<file path="src/rtl/video_timing_pkg.sv">
// rtl/video_timing_pkg.sv - shared encodings and constants for the raster sequencer
package video_timing_pkg;

    localparam int CNT_W = 12;   // raster counter width (totals up to 4095)
    localparam int RES_W = 11;   // configurable active resolution width

    // Phase of one raster axis; the same encoding serves horizontal and vertical
    typedef enum logic [1:0] {
        ST_ACTIVE = 2'd0,
        ST_FRONT  = 2'd1,
        ST_SYNC   = 2'd2,
        ST_BACK   = 2'd3
    } phase_e;

    // 1080p60 timing
    localparam int H_FP_1080P  = 88;
    localparam int H_SYNC_1080P = 44;
    localparam int H_BP_1080P  = 148;
    localparam int V_FP_1080P  = 4;
    localparam int V_SYNC_1080P = 5;
    localparam int V_BP_1080P  = 36;
    localparam int H_RES_1080P = 1920;
    localparam int V_RES_1080P = 1080;

endpackage

</file>
<file path="src/rtl/timing_axis.sv">
// rtl/timing_axis.sv - one raster axis: counter plus ACTIVE/FRONT/SYNC/BACK phase FSM
//
// Ports:
//   clock_i  pixel clock
//   reset_i  asynchronous active-high reset
//   step_i   advance the axis by one position this clock
//   res_i    active length of the axis
//   fp_i     front porch length (must be >= 1)
//   sync_i   sync length (must be >= 1)
//   bp_i     back porch length (must be >= 1)
//   count_o  current position, 0..total-1
//   state_o  current phase
//   wrap_o   high on the step that returns the axis from total-1 to 0
module timing_axis
    import video_timing_pkg::*;
(
    input  logic             clock_i,
    input  logic             reset_i,
    input  logic             step_i,
    input  logic [CNT_W-1:0] res_i,
    input  logic [CNT_W-1:0] fp_i,
    input  logic [CNT_W-1:0] sync_i,
    input  logic [CNT_W-1:0] bp_i,
    output logic [CNT_W-1:0] count_o,
    output phase_e           state_o,
    output logic             wrap_o
);

    logic [CNT_W-1:0] count_q, count_d;
    phase_e           state_q, state_d;

    // Last position of each phase; the FSM leaves a phase when the counter hits it.
    logic [CNT_W-1:0] active_end;
    logic [CNT_W-1:0] front_end;
    logic [CNT_W-1:0] sync_end;
    logic [CNT_W-1:0] total_end;

    assign active_end = res_i - CNT_W'(1);
    assign front_end  = active_end + fp_i;
    assign sync_end   = front_end + sync_i;
    assign total_end  = sync_end + bp_i;

    always_ff @(posedge clock_i or posedge reset_i) begin
        if (reset_i) begin
            count_q <= '0;
            state_q <= ST_ACTIVE;
        end else begin
            count_q <= count_d;
            state_q <= state_d;
        end
    end

    always_comb begin
        count_d = count_q;
        state_d = state_q;
        if (step_i) begin
            count_d = count_q + CNT_W'(1);
            unique case (state_q)
                ST_ACTIVE: if (count_q == active_end) state_d = ST_FRONT;
                ST_FRONT:  if (count_q == front_end)  state_d = ST_SYNC;
                ST_SYNC:   if (count_q == sync_end)   state_d = ST_BACK;
                ST_BACK: begin
                    if (count_q == total_end) begin
                        state_d = ST_ACTIVE;
                        count_d = '0;
                    end
                end
            endcase
        end
    end

    always_comb begin
        count_o = count_q;
        state_o = state_q;
        wrap_o  = step_i && (state_q == ST_BACK) && (count_q == total_end);
    end

endmodule

</file>
<file path="src/rtl/video_timing_ctrl.sv">
// rtl/video_timing_ctrl.sv - raster sequencer with frame-aligned resolution updates
//
// Ports:
//   clock_i            pixel clock
//   reset_i            asynchronous active-high reset
//   enable_i           advance one pixel per clock when high; everything holds when low
//   res_horizontal_i   requested active width (0 = keep current)
//   res_vertical_i     requested active height (0 = keep current)
//   cfg_update_i       capture the requested resolution as pending
//   h_sync_pulse_o     horizontal sync, SYNC_POL when asserted
//   v_sync_pulse_o     vertical sync, SYNC_POL when asserted
//   active_video_o     pixel lies in the active area
//   pixel_x_o          horizontal position of the presented pixel
//   pixel_y_o          vertical position of the presented pixel
//   line_start_o       presented pixel has x == 0
//   frame_start_o      presented pixel has x == 0 and y == 0
module video_timing_ctrl
    import video_timing_pkg::*;
#(
    parameter int   H_FP      = H_FP_1080P,
    parameter int   H_SYNC    = H_SYNC_1080P,
    parameter int   H_BP      = H_BP_1080P,
    parameter int   V_FP      = V_FP_1080P,
    parameter int   V_SYNC    = V_SYNC_1080P,
    parameter int   V_BP      = V_BP_1080P,
    parameter int   H_RES_DEF = H_RES_1080P,
    parameter int   V_RES_DEF = V_RES_1080P,
    parameter logic SYNC_POL  = 1'b1
) (
    input  logic             clock_i,
    input  logic             reset_i,
    input  logic             enable_i,
    input  logic [RES_W-1:0] res_horizontal_i,
    input  logic [RES_W-1:0] res_vertical_i,
    input  logic             cfg_update_i,
    output logic             h_sync_pulse_o,
    output logic             v_sync_pulse_o,
    output logic             active_video_o,
    output logic [CNT_W-1:0] pixel_x_o,
    output logic [CNT_W-1:0] pixel_y_o,
    output logic             line_start_o,
    output logic             frame_start_o
);

    // Resolution shadowing
    logic [RES_W-1:0] h_res_q, h_res_d;
    logic [RES_W-1:0] v_res_q, v_res_d;
    logic [RES_W-1:0] pend_h_q, pend_h_d;
    logic [RES_W-1:0] pend_v_q, pend_v_d;
    logic             pend_valid_q, pend_valid_d;

    // Axis state
    logic [CNT_W-1:0] h_count, v_count;
    phase_e           h_state, v_state;
    logic             h_wrap, v_wrap;

    timing_axis u_h_axis (
        .clock_i (clock_i),
        .reset_i (reset_i),
        .step_i  (enable_i),
        .res_i   ({1'b0, h_res_q}),
        .fp_i    (CNT_W'(H_FP)),
        .sync_i  (CNT_W'(H_SYNC)),
        .bp_i    (CNT_W'(H_BP)),
        .count_o (h_count),
        .state_o (h_state),
        .wrap_o  (h_wrap)
    );

    // The vertical axis only moves when a line completes; its wrap is the frame wrap.
    timing_axis u_v_axis (
        .clock_i (clock_i),
        .reset_i (reset_i),
        .step_i  (h_wrap),
        .res_i   ({1'b0, v_res_q}),
        .fp_i    (CNT_W'(V_FP)),
        .sync_i  (CNT_W'(V_SYNC)),
        .bp_i    (CNT_W'(V_BP)),
        .count_o (v_count),
        .state_o (v_state),
        .wrap_o  (v_wrap)
    );

    // A capture on the wrap clock is folded in before the apply decision so that
    // it takes effect in the frame beginning on that same edge. Both axes sit at
    // their last position on the wrap, so changing res here never tears a frame.
    always_comb begin
        pend_h_d     = cfg_update_i ? res_horizontal_i : pend_h_q;
        pend_v_d     = cfg_update_i ? res_vertical_i   : pend_v_q;
        pend_valid_d = cfg_update_i | pend_valid_q;
        h_res_d      = h_res_q;
        v_res_d      = v_res_q;
        if (v_wrap && pend_valid_d) begin
            if (pend_h_d != '0) h_res_d = pend_h_d;
            if (pend_v_d != '0) v_res_d = pend_v_d;
            pend_valid_d = 1'b0;
        end
    end

    always_ff @(posedge clock_i or posedge reset_i) begin
        if (reset_i) begin
            h_res_q      <= RES_W'(H_RES_DEF);
            v_res_q      <= RES_W'(V_RES_DEF);
            pend_h_q     <= '0;
            pend_v_q     <= '0;
            pend_valid_q <= 1'b0;
        end else begin
            h_res_q      <= h_res_d;
            v_res_q      <= v_res_d;
            pend_h_q     <= pend_h_d;
            pend_v_q     <= pend_v_d;
            pend_valid_q <= pend_valid_d;
        end
    end

    // Output decode: registered from the counters, so every output describes the
    // pixel the counters held on the previous enabled clock.
    logic             h_sync_d, v_sync_d, active_d, line_start_d, frame_start_d;
    logic             h_sync_q, v_sync_q, active_q, line_start_q, frame_start_q;
    logic [CNT_W-1:0] pixel_x_q, pixel_y_q;

    always_comb begin
        h_sync_d      = (h_state == ST_SYNC) ? SYNC_POL : ~SYNC_POL;
        v_sync_d      = (v_state == ST_SYNC) ? SYNC_POL : ~SYNC_POL;
        active_d      = (h_state == ST_ACTIVE) && (v_state == ST_ACTIVE);
        line_start_d  = (h_count == '0);
        frame_start_d = (h_count == '0) && (v_count == '0);
    end

    always_ff @(posedge clock_i or posedge reset_i) begin
        if (reset_i) begin
            h_sync_q      <= ~SYNC_POL;
            v_sync_q      <= ~SYNC_POL;
            active_q      <= 1'b0;
            line_start_q  <= 1'b0;
            frame_start_q <= 1'b0;
            pixel_x_q     <= '0;
            pixel_y_q     <= '0;
        end else if (enable_i) begin
            h_sync_q      <= h_sync_d;
            v_sync_q      <= v_sync_d;
            active_q      <= active_d;
            line_start_q  <= line_start_d;
            frame_start_q <= frame_start_d;
            pixel_x_q     <= h_count;
            pixel_y_q     <= v_count;
        end
    end

    assign h_sync_pulse_o = h_sync_q;
    assign v_sync_pulse_o = v_sync_q;
    assign active_video_o = active_q;
    assign line_start_o   = line_start_q;
    assign frame_start_o  = frame_start_q;
    assign pixel_x_o      = pixel_x_q;
    assign pixel_y_o      = pixel_y_q;

endmodule

</file>
<file path="config.mk">
export PLATFORM = sky130hd
export DESIGN_NAME = video_timing_ctrl
export DESIGN_NICKNAME = d
export VERILOG_FILES = /design/src/rtl/video_timing_pkg.sv /design/src/rtl/timing_axis.sv /design/src/rtl/video_timing_ctrl.sv
export SDC_FILE = /design/constraint.sdc
export NUM_CORES = 1
export LEC_CHECK = 0
export ABC_AREA = 0
export BUFFER_PORTS_ARGS = -buffer_cell sky130_fd_sc_hd__buf_2
export CAP_MARGIN = 20
export CORE_MARGIN = 2
export CORE_UTILIZATION = 55
export CTS_CLUSTER_SIZE = 12
export DETAILED_ROUTE_END_ITERATION = 6
export PLACE_DENSITY = 0.74
export SLEW_MARGIN = 0
export SYNTH_ARGS = -nofsm -noshare
export SYNTH_HDL_FRONTEND = slang
export SYNTH_SLANG_ARGS = --single-unit
</file>
<file path="constraint.sdc">
create_clock -name clock_i -period 7.8 [get_ports clock_i]
set_input_delay 0.78 -clock clock_i [delete_from_list [all_inputs] [get_ports clock_i]]
set_output_delay 0.78 -clock clock_i [all_outputs]
set_load 0.03 [all_outputs]
</file>
==> metrics.md <==
| Metric | Value |
|---|---|
| Status | finished clean |
| Seq/Total Area, Yosys | 32.9% |
| Die Wd | 123 um |
| CP Data Arrival Time | 5.88 ns |
| Start of the worst register-to-register path | h_res_q[0] |
| Clock root buffer | clkbuf_16 |
| RSZ-0062 raised after global routing | false |
| Post-CTS Hold Fix Bufs | 0 |
| Commonest non-fill, non-tap cells in the layout | dfrtp_1 (94), nor2_1 (60), xnor2_1 (54), buf_2 (54) |
| CP top delay family | simple AND/OR/NAND/NOR gates |
| Synth cell types | around 90 |
| Ys Warns | 0 |
| Io pins | 55 |
| I/O Buffers | 54 |
| Initial core utilization | a little under three fifths |
| Placed cell area | 8060 um2 |
| Commonest non-fill, non-tap cell in the layout | dfrtp_1 |
| Mapped Area | 7800 um2 |
| Final Util | 60.3% |
| Sequential cell area | 2560 um2 |
| Htree depth | 3 |
| Setup TNS | 0 ns |
| Final worst setup slack | 2.15 ns |
| Clock slew at reported path FFs | 0.06 ns |
| Area grow syn2layout | 7.38% |
| #FFs+latches synth | 102 |
| Deepest clock path buffer count | 2 |
| Final nets | 888 |
| Fill cell count | 1195 |
| Initial detailed-routing violation count | 373 |
| Post-synth EDFFs | 0 |
| Max FO, Critical Path | 27 |
| Largest net degree at the start of global routing | 81 |
| Syn_area_per_cell | 9.44 um2 |
| DIE HEIGHT | 123 um |
| R2R depth | 18 |
| ANT cells | 0 |
| Critical path class | flip-flop to flip-flop |
| PwrDens | 155 nW/um2 |
| Rows | between 40 and 50 |
| Post-Place Setup Slack | 2.20 ns |
| Die area | 15100 um2 |
| Slew HR | between 30 and 40% |
| Least-Margin Pin Slew | about 1.0 ns |
| Total Routing Usage GR | ~25% |
| Final hold viol count | 0 |
| Via count of the first global-routing pass | 6030 |
| Design area | about 8400 um2 |
| First-pass GRT wire length | 29.8 mm |
| R2R setup slack | 2.15 ns |
| CP endpoint kind | flip-flop |
| Hold WC Path Type | input pin to asynchronous set/reset pin |
| Max Cap Viol | 0 |
| Post-CTS sizing | 0 |
| Final Cycle Share | 72.4% |
| CP max stage cell | nor4_4 |
| Final min period | 5.65 ns |
| Via count | 6238 |
| Startpoint types | flip-flop |
| Num CTS Buffers | 9 |
| CP cell instances | inv_1 -> ha_1 -> nor2b_1 -> and2_1 -> nor2_1 -> ha_1 -> inv_1 -> or4_1 -> a21oi_1 -> nor3_2 -> xnor2_2 -> nor3_4 -> o311ai_1 -> nand3_1 -> a211oi_4 -> o211ai_4 -> nor4_4 -> mux2_1 |
| Drt drc | 0 |
| Core area | roughly 14000 um2 |
| Avg WL per Cell | 17.4 um |
| Async S/R FF share, synth | 100% |
| Total length of routed wires | 17.8 mm |
| Remaining antenna violation count after routing | 0 |
| Buffers plus inverters on the worst setup path | 2 |
| Max incr delay on CP | 0.77 ns |
| End of the worst register-to-register path | h_res_q[6] |
| Initial antenna violation count | 0 |
| Clk_skew | about 0.0078 ns |
| CP required | 8.03 ns |
| CTS tree | done |
| # setup viols final | 0 |
| Share of cells above drive strength 1 | 19.2% |
| Clk Latency, worst-skew pair | 0.35 ns |
| Setup Fix Bufs, Post-CTS | 0 |
| Num Clock Sinks | 102 |
| Vias per inst | 6.10 |
| Leak Pwr | 3.69 nW |
| GP Congestion | 0.939 |
| Count of final max-slew check failures | 0 |
| Mapped Cells | around 830 |
| Multi-input logic area | 4840 um2 |
| Overflow after GRT | 0 |
| F_max | 177 MHz |
| Placed wire-length estimate after detailed placement | 13.5 mm |
| Initial DRT Pass Iterations | 6 |
| Syn nets | about 900 |
| Peak VDD IR | 0.184 mV |
| Prevailing post-synth register cell | dfrtp_1 |
-- layout make-up --
class,count,share of cell area (%)
inverter,38,1.73
clock buffer,10,2.74
clock inverter,5,0.702
multi-input combinational,631,57.8
sequential,102,30.6
tap,180,2.69
timing repair buffer,57,3.74
-- worst reg2reg max path: stages (launching register included) --
cell and delay (ns):
dfrtp_1 0.43, inv_1 0.07, ha_1 0.25, nor2b_1 0.17
and2_1 0.15, nor2_1 0.26, ha_1 0.48, inv_1 0.11
or4_1 0.52, a21oi_1 0.20, nor3_2 0.11, xnor2_2 0.26
nor3_4 0.11, o311ai_1 0.44, nand3_1 0.19, a211oi_4 0.31
o211ai_4 0.30, nor4_4 0.78, mux2_1 0.39
-- worst max-delay path by stage --
stage                    start         end  slack [ns]  cells after the start
floorplan           v_res_q[0]  h_res_q[0]        2.90                     18
global placement    h_res_q[0]  h_res_q[0]        2.42                     18
detailed placement  h_res_q[0]  h_res_q[5]        2.20                     18
CTS                 h_res_q[0]  h_res_q[6]        2.17                     18
global route        h_res_q[0]  h_res_q[3]        1.65                     18
finish              h_res_q[0]  h_res_q[6]        2.15                     18
-- flip-flops by register name, summed over array words and instances, names as in the netlist --
name              count
pixel_y_o            12
pend_v_q             11
u_v_axis.count_o     12
pend_h_q             11
h_sync_pulse_o        1
h_res_q              11
pend_valid_q          1
v_res_q              11
active_video_o        1
u_v_axis.state_o      2
v_sync_pulse_o        1
line_start_o          1
pixel_x_o            12
u_h_axis.count_o     12
u_h_axis.state_o      2
frame_start_o         1
-- per-layer routing --
| metal | wire length (um) | vias to the layer above | track usage (%) |
|---|---|---|---|
| met5 | 0 | - | 0 |
| met4 | 476 | 0 | 10.6 |
| met3 | 667 | 36 | 4.11 |
| met2 | 8830 | 147 | 42.5 |
| met1 | 7870 | 3044 | 31.0 |
| li1 | - | 3011 | - |
-- cells by family (layout without fill, tap and decap cells) --
logic type / after synthesis / in the layout / share of synthesized area [%]
fa+ha+maj: 23 / 23 / 3.69
buf+inv: 93 / 110 / 5.07
mux: 77 / 77 / 11.1
simple gates: 269 / 269 / 19.8
xor+xnor: 111 / 111 / 13.5
flops: 102 / 102 / 32.9
compound gates: 151 / 151 / 14.0
-- metrics by stage --
| stage | power [W] | instances | hold WS [ns] |
|---|---|---|---|
| after floorplan | 0.000797 | 826 | 0.483 |
| after global placement | 0.000855 | 1007 | 0.485 |
| after detailed placement | 0.000865 | 1007 | 0.490 |
| after CTS | 0.00131 | 1022 | 0.370 |
| after global routing | 0.00136 | 1023 | 0.396 |
| final | 0.00130 | 1023 | 0.371 |
-- Yosys cell counts, types with 3 or more instances --
library cell,n,area [um2]
o41ai_1,4,35.0
nand4_1,16,100
xnor2_2,4,65.1
o2111ai_1,3,26.3
a21oi_1,29,145
nor2_1,60,225
or3_1,14,87.6
o211a_1,3,30.0
o211ai_1,4,30.0
o21ai_0,36,180
nand3_1,21,105
dfrtp_1,94,2350
clkbuf_1,35,131
mux2i_1,4,40.0
buf_6,3,33.8
xor2_1,50,438
or2_1,3,18.8
mux2_1,23,259
nor3_1,30,150
buf_1,6,22.5
xnor2_1,54,473
a21o_1,4,30.0
inv_1,38,143
and2_1,10,62.6
buf_4,4,30.0
a31oi_1,8,50.1
and3_1,8,50.1
ha_1,23,288
nand2_1,42,158
o311ai_1,3,26.3
or4_1,13,97.6
mux2_2,50,563
buf_2,7,35.0
o31ai_1,11,82.6
nor4_1,17,106
dfstp_2,8,210
nand2b_1,4,25.0
o22ai_1,3,18.8
o21a_1,6,45.0
-- report_power, final --
group | switching, W | internal [W] | total (W)
Clock | 0.000195 | 0.000247 | 0.000442
Combinational | 0.000134 | 0.0000946 | 0.000229
Sequential | 0.0000517 | 0.000576 | 0.000628
Total | 0.000381 | 0.000918 | 0.00130
(Power assumes the default switching activity.)
